File: config.mk
export PLATFORM = sky130hd
export DESIGN_NAME = switch_debouncer_flat
export DESIGN_NICKNAME = d
export VERILOG_FILES = /design/src/rtl/switch_debouncer_if.sv /design/src/rtl/switch_debouncer.sv /design/src/flat_wrapper.sv
export SDC_FILE = /design/constraint.sdc
export NUM_CORES = 1
export LEC_CHECK = 0
export CAP_MARGIN = 20
export CORE_MARGIN = 3
export CORE_UTILIZATION = 50
export DETAILED_ROUTE_END_ITERATION = 6
export GPL_TIMING_DRIVEN = 0
export PLACE_DENSITY = 0.67
export SLEW_MARGIN = 20
export SYNTH_ARGS = -nofsm -noshare
export SYNTH_HDL_FRONTEND = slang
export SYNTH_SLANG_ARGS = --single-unit
File: constraint.sdc
create_clock -name clk -period 3 [get_ports clk]
set_clock_uncertainty 0.2 [all_clocks]
set_input_delay 0.9 -clock clk [delete_from_list [all_inputs] [get_ports clk]]
set_output_delay 0.9 -clock clk [all_outputs]
set_load 0.05 [all_outputs]
File: src/rtl/switch_debouncer_if.sv
// Switch debouncer signal bundle: raw switch in, debounced level and rise tick out.
interface switch_debouncer_if;
  logic sw;
  logic db_level;
  logic db_tick;

  modport master (output sw, input db_level, input db_tick);
  modport slave  (input sw, output db_level, output db_tick);
endinterface

File: src/rtl/switch_debouncer.sv
// Switch debouncer: two-flop synchronizer feeding a four-state FSM with an
// N-bit down-counter that requires 2^N stable cycles before changing level.
module switch_debouncer #(
  parameter int unsigned N = 20
) (
  input  logic               clk,
  input  logic               reset,
  switch_debouncer_if.slave  dbif
);

  localparam int unsigned CW = N;

  typedef enum logic [1:0] {
    ZERO  = 2'b00,
    WAIT1 = 2'b01,
    ONE   = 2'b10,
    WAIT0 = 2'b11
  } state_e;

  state_e        state_q, state_d;
  logic [CW-1:0] q_q, q_d;
  logic          s1_q, s1_d;
  logic          sw_sync_q, sw_sync_d;
  logic          db_level_q, db_level_d;
  logic          db_tick_q, db_tick_d;

  // Synchronizer inputs: only sw_sync_q is seen by the state machine.
  always_comb begin
    s1_d      = dbif.sw;
    sw_sync_d = s1_q;
  end

  // Next-state, counter and registered-output logic.
  always_comb begin
    state_d = state_q;
    q_d     = q_q;
    case (state_q)
      ZERO: begin
        if (sw_sync_q) begin
          state_d = WAIT1;
          q_d     = '1;
        end
      end
      WAIT1: begin
        if (!sw_sync_q) begin
          state_d = ZERO;
        end else if (q_q != '0) begin
          q_d = q_q - CW'(1);
        end else begin
          state_d = ONE;
        end
      end
      ONE: begin
        if (!sw_sync_q) begin
          state_d = WAIT0;
          q_d     = '1;
        end
      end
      WAIT0: begin
        if (sw_sync_q) begin
          state_d = ONE;
        end else if (q_q != '0) begin
          q_d = q_q - CW'(1);
        end else begin
          state_d = ZERO;
        end
      end
      default: begin
        state_d = ZERO;
        q_d     = '0;
      end
    endcase
    db_level_d = (state_d == ONE) || (state_d == WAIT0);
    db_tick_d  = (state_q == WAIT1) && (state_d == ONE);
  end

  // State, counter, synchronizer and output registers with async reset.
  always_ff @(posedge clk or negedge reset) begin
    if (!reset) begin
      state_q    <= ZERO;
      q_q        <= '0;
      s1_q       <= 1'b0;
      sw_sync_q  <= 1'b0;
      db_level_q <= 1'b0;
      db_tick_q  <= 1'b0;
    end else begin
      state_q    <= state_d;
      q_q        <= q_d;
      s1_q       <= s1_d;
      sw_sync_q  <= sw_sync_d;
      db_level_q <= db_level_d;
      db_tick_q  <= db_tick_d;
    end
  end

  assign dbif.db_level = db_level_q;
  assign dbif.db_tick  = db_tick_q;

endmodule

File: src/flat_wrapper.sv
// flat-port wrapper written by rule: the top's interface ports become plain ports
module switch_debouncer_flat 
#(
  parameter int unsigned N = 20
)
  (clk, reset, dbif_sw, dbif_db_level, dbif_db_tick);
  switch_debouncer_if dbif_i ();
  input  logic clk;
  input  logic reset;
  input wire logic [$bits(dbif_i.sw)-1:0] dbif_sw;
  output wire logic [$bits(dbif_i.db_level)-1:0] dbif_db_level;
  output wire logic [$bits(dbif_i.db_tick)-1:0] dbif_db_tick;
  assign dbif_i.sw = dbif_sw;
  assign dbif_db_level = dbif_i.db_level;
  assign dbif_db_tick = dbif_i.db_tick;
  switch_debouncer #(.N(N)) u_core (.clk(clk), .reset(reset), .dbif(dbif_i));
endmodule
==> results.toml, run 1 <==
[synthesis]
postSynthCellCount = 156
syn-num-nets = 160
ys.flop_type = "dfrtp_1"
async_flop_share_pct = 100
synth_cell_types = 47
avgSynthCellArea_um2 = 9.76
ys_seq_area_share_pct = 42.7
yosysWarnings = 0
ys_seq_elements = 26
synth-edff-count = 0
syn_area_um2 = 1520

[status]
status = "complete, no violations"

[die]
dieArea_um2 = 3740
die_w_um = 61.2
start_util_pct = 53.8
die_h_um = 61.2
num_io_pins = 5
rows = 19
core_area_um2 = 2830

[sta]
setup_tns_ns = 0
worst_pin_slew_ns = 0.976
hold_viol_final = 0
setup_viol = 0
max_freq_mhz = 368
rsz0062_at_grt = "no"
finalMaxSlewViolations = 0
fin_crit_sh_pct = 90.7
whs_ns = 0.172
slew-limit-headroom_pct = 34.8
period_minus_slack_ns = 2.72

[route]
routedWlPerCell_um = 16.5
drc = 0
dr.pass1.iters = 4
drt_iter0_drc = 80
final_antenna_net_count = 0
vias = 1233
totalWireLength_mm = 3.21
drt-vias-per-instance = 6.32

[grt]
grt_max_degree = 27
grt_remaining_overflow = 0
track_usage_pct = 19.3
antenna_found_initial = 0
grt_pass1_vias = 1155
grt_pass1_wl_mm = 5.36

[clock_network]
clkTransAtPathRegs_ns = 0.15
numCtsBuffers = 3
clock_latency_ns = 0.32
post-cts-setup-buffers = 0
cts_tree = "built"
cts_root_buffer = "clkbuf_4"
cts_buffer_depth = 2
cts-resized-gates = 0
cts.sinks = 26
holdBufCountCts = 0
cts_htree_levels = 1

[final_layout]
drive_gt1_share_pct = 13.4
final_cells = 195
final_area_um2 = 1650
num_antenna_cells = 0
final_util_pct = 58.3
final_net_count = 169
syn2layout_area_growth_pct = 8.30

[flow_run]
maxCapViolCount = 0

[setup_path]
worstPathRequired_ns = 3.02
crit_path_start_kind = "register"
crit_type = "register to register"
cp-end-kind = "register"
critPathArrivalTime_ns = 2.75
cp_max_fo = 8

[place]
dp.final_hpwl_mm = 2.24
place_congestion = 0.844
place_area_um2 = 1600
portBuffers = 4
dp_cells = 191

[pwr]
powerDensity_nw_per_um2 = 469
peakVddDrop_uv = 310
p_leak_nw = 0.565

[worst_hold_path]
hold_path_class = "register to register"
==> logic make-up (layout without fill, tap and decap cells) <==
logic type / Yosys count / count (layout) / share of synthesized area, %
adder cells (fa/ha/maj): 1 / 1 / 0.822
AO/OA/AOI/OAI: 30 / 30 / 15.4
flip-flops: 26 / 26 / 42.7
buffers and inverters: 9 / 17 / 2.30
multiplexers: 8 / 8 / 6.08
XOR/XNOR: 2 / 2 / 1.15
AND/OR/NAND/NOR: 80 / 80 / 31.5
==> placed cells by master, fill, tap and decap left out, types with 2 or more instances in the layout <==
| cell | instances |
|---|---|
| nand4_1 | 6 |
| o21ai_0 | 5 |
| clkbuf_1 | 3 |
| nor4b_1 | 2 |
| nand3_1 | 9 |
| mux2i_1 | 4 |
| and4_1 | 2 |
| or3b_2 | 3 |
| nor2b_1 | 4 |
| dfrtp_1 | 26 |
| a2bb2oi_1 | 4 |
| clkdlybuf4s50_1 | 3 |
| o211a_1 | 2 |
| nor4_1 | 7 |
| or3_1 | 3 |
| and3_1 | 3 |
| buf_2 | 2 |
| mux2_4 | 2 |
| nand2b_1 | 3 |
| a21oi_1 | 2 |
| mux2_2 | 2 |
| nor3_1 | 5 |
| or4_1 | 3 |
| or2_2 | 3 |
| clkbuf_4 | 3 |
| inv_1 | 5 |
| nand2_1 | 10 |
| nor2_1 | 12 |
| a211oi_1 | 5 |
==> metrics by stage <==
| stage | worst slack (ns) | power (mW) |
|---|---|---|
| 2_1_floorplan | 0.638 | 0.507 |
| 3_3_place_gp | 0.381 | 0.534 |
| 3_5_place_dp | 0.337 | 0.539 |
| 4_1_cts | 0.316 | 0.784 |
| 5_1_grt | 0.0304 | 0.819 |
| 6_report | 0.279 | 0.773 |
==> cells in the mapped netlist, drive strengths merged, types with 4 or more instances <==
| cell | number | area, um^2 |
|---|---|---|
| or4 | 4 | 33.8 |
| nand3 | 9 | 45.0 |
| o21ai | 5 | 25.0 |
| dfrtp | 26 | 651 |
| mux2 | 4 | 52.6 |
| nor4 | 9 | 77.6 |
| a2bb2oi | 4 | 35.0 |
| nand2 | 10 | 37.5 |
| a211oi | 5 | 37.5 |
| nand4 | 6 | 37.5 |
| or3b | 4 | 35.0 |
| nor3 | 5 | 25.0 |
| nor2b | 4 | 25.0 |
| inv | 5 | 18.8 |
| nor2 | 12 | 45.0 |
| mux2i | 4 | 40.0 |
==> cell type report <==
class | instances | area (um^2)
Buffer | 4 | 16.3
Clock buffer | 3 | 22.5
Clock inverter | 1 | 30.0
Fill cell | 250 | 1180
Inverter | 5 | 18.8
Multi-Input combinational cell | 121 | 837
Sequential cell | 26 | 651
Tap cell | 31 | 38.8
Timing Repair Buffer | 4 | 35.0
==> worst max-delay path: stages, from the launching register on <==
cell and delay [ns]:
dfrtp_1 0.47, inv_1 0.08, ha_1 0.19, nor3b_1 0.81, nand3_1 0.27, o31ai_1 0.24
or3b_1 0.36
==> flip-flops by register name, summed over array words and instances (netlist names) <==
register	flops
u_core.dbif.db_level	1
u_core.dbif.db_tick	1
u_core.q_q	20
u_core.s1_q	1
u_core.state_q	2
u_core.sw_sync_q	1
==> path summary, 6_finish.rpt <==
kind	start	endpoint	slack, ns	depth (start not counted)
max in group asynchronous	reset	u_core.q_q[9]	1.87	1
min	u_core.s1_q	u_core.sw_sync_q	0.17	0
min reg2reg	u_core.s1_q	u_core.sw_sync_q	0.17	0
min in group asynchronous	reset	u_core.q_q[14]	0.35	1
max	u_core.q_q[0]	u_core.q_q[18]	0.28	6
max reg2reg	u_core.q_q[0]	u_core.q_q[18]	0.28	6
==> metal layers <==
metal | GRT usage, % | wire, um
met1 | 28.2 | 1610
met2 | 29.5 | 1460
met3 | 1.89 | 91
met4 | 7.43 | 51
met5 | 0 | 0
==> report_power, final <==
group	switching [mW]	total, mW	internal, mW
clock network	0.106	0.241	0.135
logic	0.0511	0.105	0.0536
registers	0.0440	0.428	0.384
(Power assumes the default switching activity.)
==> run 2: changes to the inputs <==
--- a/config.mk
+++ b/config.mk
@@ -6,11 +6,13 @@
 export NUM_CORES = 1
 export LEC_CHECK = 0
 export CAP_MARGIN = 20
+export CELL_PAD_IN_SITES_DETAIL_PLACEMENT = 1
+export CELL_PAD_IN_SITES_GLOBAL_PLACEMENT = 1
 export CORE_MARGIN = 3
-export CORE_UTILIZATION = 50
+export CORE_UTILIZATION = 47
 export DETAILED_ROUTE_END_ITERATION = 6
 export GPL_TIMING_DRIVEN = 0
-export PLACE_DENSITY = 0.67
+export PLACE_DENSITY_LB_ADDON = 0.1
 export SLEW_MARGIN = 20
 export SYNTH_ARGS = -nofsm -noshare
 export SYNTH_HDL_FRONTEND = slang
==> results.toml, run 2 (synthesis gave the netlist of run 1 again) <==
[status]
status = "complete, no violations"

[die]
start_util_pct = 49.5
die_h_um = 62.9
core_area_um2 = 3080
dieArea_um2 = 3960
num_io_pins = 5
rows = 20
die_w_um = 62.9

[final_layout]
layout.area.seq_um2 = 651
multiInputGateArea_um2 = 842
largestRegisters = "u_core.q_q: 20 flops, u_core.state_q: 2 flops"
final_common_cell = "dfrtp_1"
top_register = "u_core.q_q"
num_antenna_cells = 0
largest_register_ff_count = 20
syn2layout_area_growth_pct = 7.72
final_util_pct = 53.3
final_net_count = 169
drive_gt1_share_pct = 13.5
fillCellCount = 382
layout_common_cells = "dfrtp_1 (26), nor2_1 (12), nand2_1 (10)"

[route]
routedWlPerCell_um = 18.5
drt_iter0_drc = 50
final_antenna_net_count = 0
vias = 1296
dr.pass1.iters = 5
totalWireLength_mm = 3.84
drc = 0
drt-vias-per-instance = 6.26

[sta]
fin_crit_sh_pct = 94.3
rsz0062_at_grt = "no"
period_minus_slack_ns = 2.83
max_freq_mhz = 354
finalMaxSlewViolations = 0
slew-limit-headroom_pct = 28.6
worst_pin_slew_ns = 1.06
setup_tns_ns = 0
hold_viol_final = 0
setup_viol = 0
final.setup.worst_slack_ns = 0.172

[grt]
antenna_found_initial = 0
grt_use_met1_pct = 27.2
grt_pass1_wl_mm = 6.61
grt_max_degree = 27
grt_pass1_vias = 1334
grt_util_met3_pct = 2.70
grt_most_used_layer = "met2"
grt_remaining_overflow = 0
track_usage_pct = 21.2
met2_usage_pct = 37.7

[setup_path]
cp-end-kind = "register"
crit_path_start_kind = "register"
r2r_start = "u_core.q_q[4]"
crit_type = "register to register"
cp_max_fo = 8
critPathArrivalTime_ns = 2.85
worstPathRequired_ns = 3.02
reg2reg_to = "u_core.q_q[18]"
r2r_slack_ns = 0.17
r2r_cells = 5

[pwr]
powerDensity_nw_per_um2 = 424
power_frac_seq_pct = 62.1
clockPowerShare_pct = 22.1
switching_share_pct = 30.2
p_sw_mw = 0.210
peakVddDrop_uv = 258
power.internal_mw = 0.485
p_comb_share_pct = 15.9
p_leak_nw = 0.551

[clock_network]
clkTransAtPathRegs_ns = 0.14
cts_htree_levels = 1
cts-resized-gates = 0
post-cts-setup-buffers = 0
cts_tree = "built"
holdBufCountCts = 0
cts_root_buffer = "clkbuf_4"
cts_buffer_depth = 2
numCtsBuffers = 3
clock_latency_ns = 0.33
cts.sinks = 26

[worst_hold_path]
hold_path_class = "register to register"
min_path_cells = 0
hold_end = "u_core.sw_sync_q"
min_from = "u_core.s1_q"

[place]
dp_slack_ns = 0.199
place_congestion = 0.782
portBuffers = 4
dp.final_hpwl_mm = 2.81

[flow_run]
maxCapViolCount = 0
[run 2: final cells by class]
class,instances,share of cell area [%]
buffer,4,0.992
clock buffer,3,1.37
inverter,5,1.14
multi-input combinational,121,51.3
sequential,26,39.7
tap,44,3.36
timing repair buffer,4,2.14
[run 2: worst max path at each step]
| stage | startpoint | cells past startpoint | slack (ns) | end |
|---|---|---|---|---|
| global placement | u_core.q_q[0] | 6 | 0.34 | u_core.q_q[18] |
| CTS | u_core.q_q[0] | 6 | 0.15 | u_core.q_q[18] |
| finish | u_core.q_q[4] | 5 | 0.17 | u_core.q_q[18] |
| floorplan | u_core.q_q[0] | 6 | 0.64 | u_core.q_q[0] |
| global route | u_core.q_q[4] | 5 | 0.005 | u_core.q_q[18] |
| detailed placement | u_core.q_q[0] | 6 | 0.20 | u_core.q_q[18] |
[run 2: worst max-delay path, stage by stage (launching register included)]
cell,delay (ns)
dfrtp_1,0.38
buf_2,0.16
nor4_1,0.87
o211ai_1,0.36
o31ai_1,0.37
or3b_1,0.38
[run 2: per-layer routing]
layer	wire, um	part of all wire, %
met1	1690	44
met5	0	0
met3	119	3.1
met4	44	1.1
met2	1990	52
[run 2: per-stage QoR]
stage	instance area (um^2)	hold WS, ns	instances	power [mW]
final	1640	0.171	207	0.695
after global routing	1640	0.178	207	0.740
after CTS	1640	0.175	207	0.700
after detailed placement	1610	0.138	204	0.548
after global placement	1620	0.141	204	0.536
after floorplan	1520	0.131	156	0.507
[run 2: power groups by stage]
stage | sequential, mW | clock (mW) | combinational (mW)
after detailed placement | 0.437 | 0 | 0.111
after floorplan | 0.424 | 0 | 0.0838
after global routing | 0.440 | 0.173 | 0.127
after global placement | 0.432 | 0 | 0.103
final | 0.431 | 0.153 | 0.110
after CTS | 0.431 | 0.158 | 0.112
==> run 3: changes to the inputs <==
--- a/config.mk
+++ b/config.mk
@@ -12,6 +12,7 @@
 export CORE_UTILIZATION = 47
 export DETAILED_ROUTE_END_ITERATION = 6
 export GPL_TIMING_DRIVEN = 0
+export MAX_ROUTING_LAYER = met4
 export PLACE_DENSITY_LB_ADDON = 0.1
 export SLEW_MARGIN = 20
 export SYNTH_ARGS = -nofsm -noshare
==> results.toml, run 3 (synthesis gave the netlist of run 1 again) <==
[sta]
setup_tns_ns = 0
hold_viol_final = 0
rsz0062_at_grt = "no"
period_minus_slack_ns = 2.83
fin_crit_sh_pct = 94.3
finalMaxSlewViolations = 0
max_freq_mhz = 354
worst_pin_slew_ns = 1.05
final.setup.worst_slack_ns = 0.172
whs_ns = 0.171
slew-limit-headroom_pct = 29.1
setup_viol = 0

[final_layout]
fillCellCount = 382
layout_common_cells = "dfrtp_1 (26), nor2_1 (12), nand2_1 (10)"
final_common_cell = "dfrtp_1"
drive_gt1_share_pct = 13.5
final_net_count = 169
top_register = "u_core.q_q"
num_antenna_cells = 0
final_util_pct = 53.3
syn2layout_area_growth_pct = 7.72
final_cells = 207
largestRegisters = "u_core.q_q: 20 flops, u_core.state_q: 2 flops"
final_area_um2 = 1640
largest_register_ff_count = 20

[die]
core_area_um2 = 3080
dieArea_um2 = 3960
die_h_um = 62.9
num_io_pins = 5
die_w_um = 62.9
rows = 20
start_util_pct = 49.5

[clock_network]
post-cts-setup-buffers = 0
clkTransAtPathRegs_ns = 0.14
holdBufCountCts = 0
numCtsBuffers = 3
cts.sinks = 26
cts_root_buffer = "clkbuf_4"
cts_tree = "built"
cts_buffer_depth = 2
cts_htree_levels = 1
clock_latency_ns = 0.33
cts-resized-gates = 0

[setup_path]
r2r_slack_ns = 0.17
cp_max_fo = 8
cp-end-kind = "register"
critical-path-max-stage-delay_ns = 0.86
crit_type = "register to register"
crit_path_start_kind = "register"
crit_chain = "buf_2, nor4_1, o211ai_1, o31ai_1, or3b_1"
worstPathRequired_ns = 3.02
slowest_stage = "nor4_1"
critPathArrivalTime_ns = 2.85

[route]
drc = 0
final_antenna_net_count = 0
vias = 1296
routedWlPerCell_um = 18.6
totalWireLength_mm = 3.85
drt_iter0_drc = 48
drt-vias-per-instance = 6.26
dr.pass1.iters = 4

[pwr]
p_sw_mw = 0.211
p_leak_nw = 0.551
peakVddDrop_uv = 257
switching_share_pct = 30.3
power_mw = 0.696
p_comb_share_pct = 15.9
power.internal_mw = 0.485
power_frac_seq_pct = 62.0
powerDensity_nw_per_um2 = 424
clockPowerShare_pct = 22.2

[grt]
antenna_found_initial = 0
grt_max_degree = 27
grt_remaining_overflow = 0
grt_pass1_vias = 1336
track_usage_pct = 21.8
grt_pass1_wl_mm = 6.60

[flow_run]
maxCapViolCount = 0

[place]
place_area_um2 = 1610
portBuffers = 4
dp_slack_ns = 0.199
place_congestion = 0.793
dp.final_hpwl_mm = 2.81
dp_cells = 204

[worst_hold_path]
hold_path_class = "register to register"

[status]
status = "complete, no violations"
run 3: metal layers:
metal | wire length, um | global-route usage, % | vias up
met5 | 0 | - | -
met2 | 2000 | 37.7 | 20
met4 | 44 | 4.96 | 0
met1 | 1730 | 27.1 | 656
li1 | - | - | 615
met3 | 87 | 2.70 | 5
run 3: cell type report:
type / count / area (um^2) / area share, %
clock buffer: 3 / 22.5 / 1.37
multi-input combinational: 121 / 842 / 51.3
tap: 44 / 55.1 / 3.36
timing repair buffer: 4 / 35.0 / 2.14
inverter: 5 / 18.8 / 1.14
sequential: 26 / 651 / 39.7
buffer: 4 / 16.3 / 0.992
run 3: path summary, 6_finish.rpt:
kind                                     from             endpoint  cells after the start
worst max-delay path            u_core.q_q[4]       u_core.q_q[18]                      5
worst min-delay path              u_core.s1_q     u_core.sw_sync_q                      0
worst max register to register  u_core.q_q[4]       u_core.q_q[18]                      5
worst min register to register    u_core.s1_q     u_core.sw_sync_q                      0
max in group asynchronous               reset  u_core.dbif.db_tick                      1
min in group asynchronous               reset       u_core.q_q[17]                      1
run 3: worst max-delay path, delay by kind of cell (launching register included):
kind	cells	cell delay, ns
compound gates	2	0.73
buf+inv	1	0.16
flops	1	0.38
simple gates	2	1.24
run 3: power groups by stage:
stage	Sequential [mW]	Clock [mW]	Combinational, mW
CTS	0.431	0.158	0.112
global placement	0.432	0	0.103
floorplan	0.424	0	0.0838
global route	0.440	0.172	0.127
detailed placement	0.437	0	0.111
finish	0.431	0.154	0.110
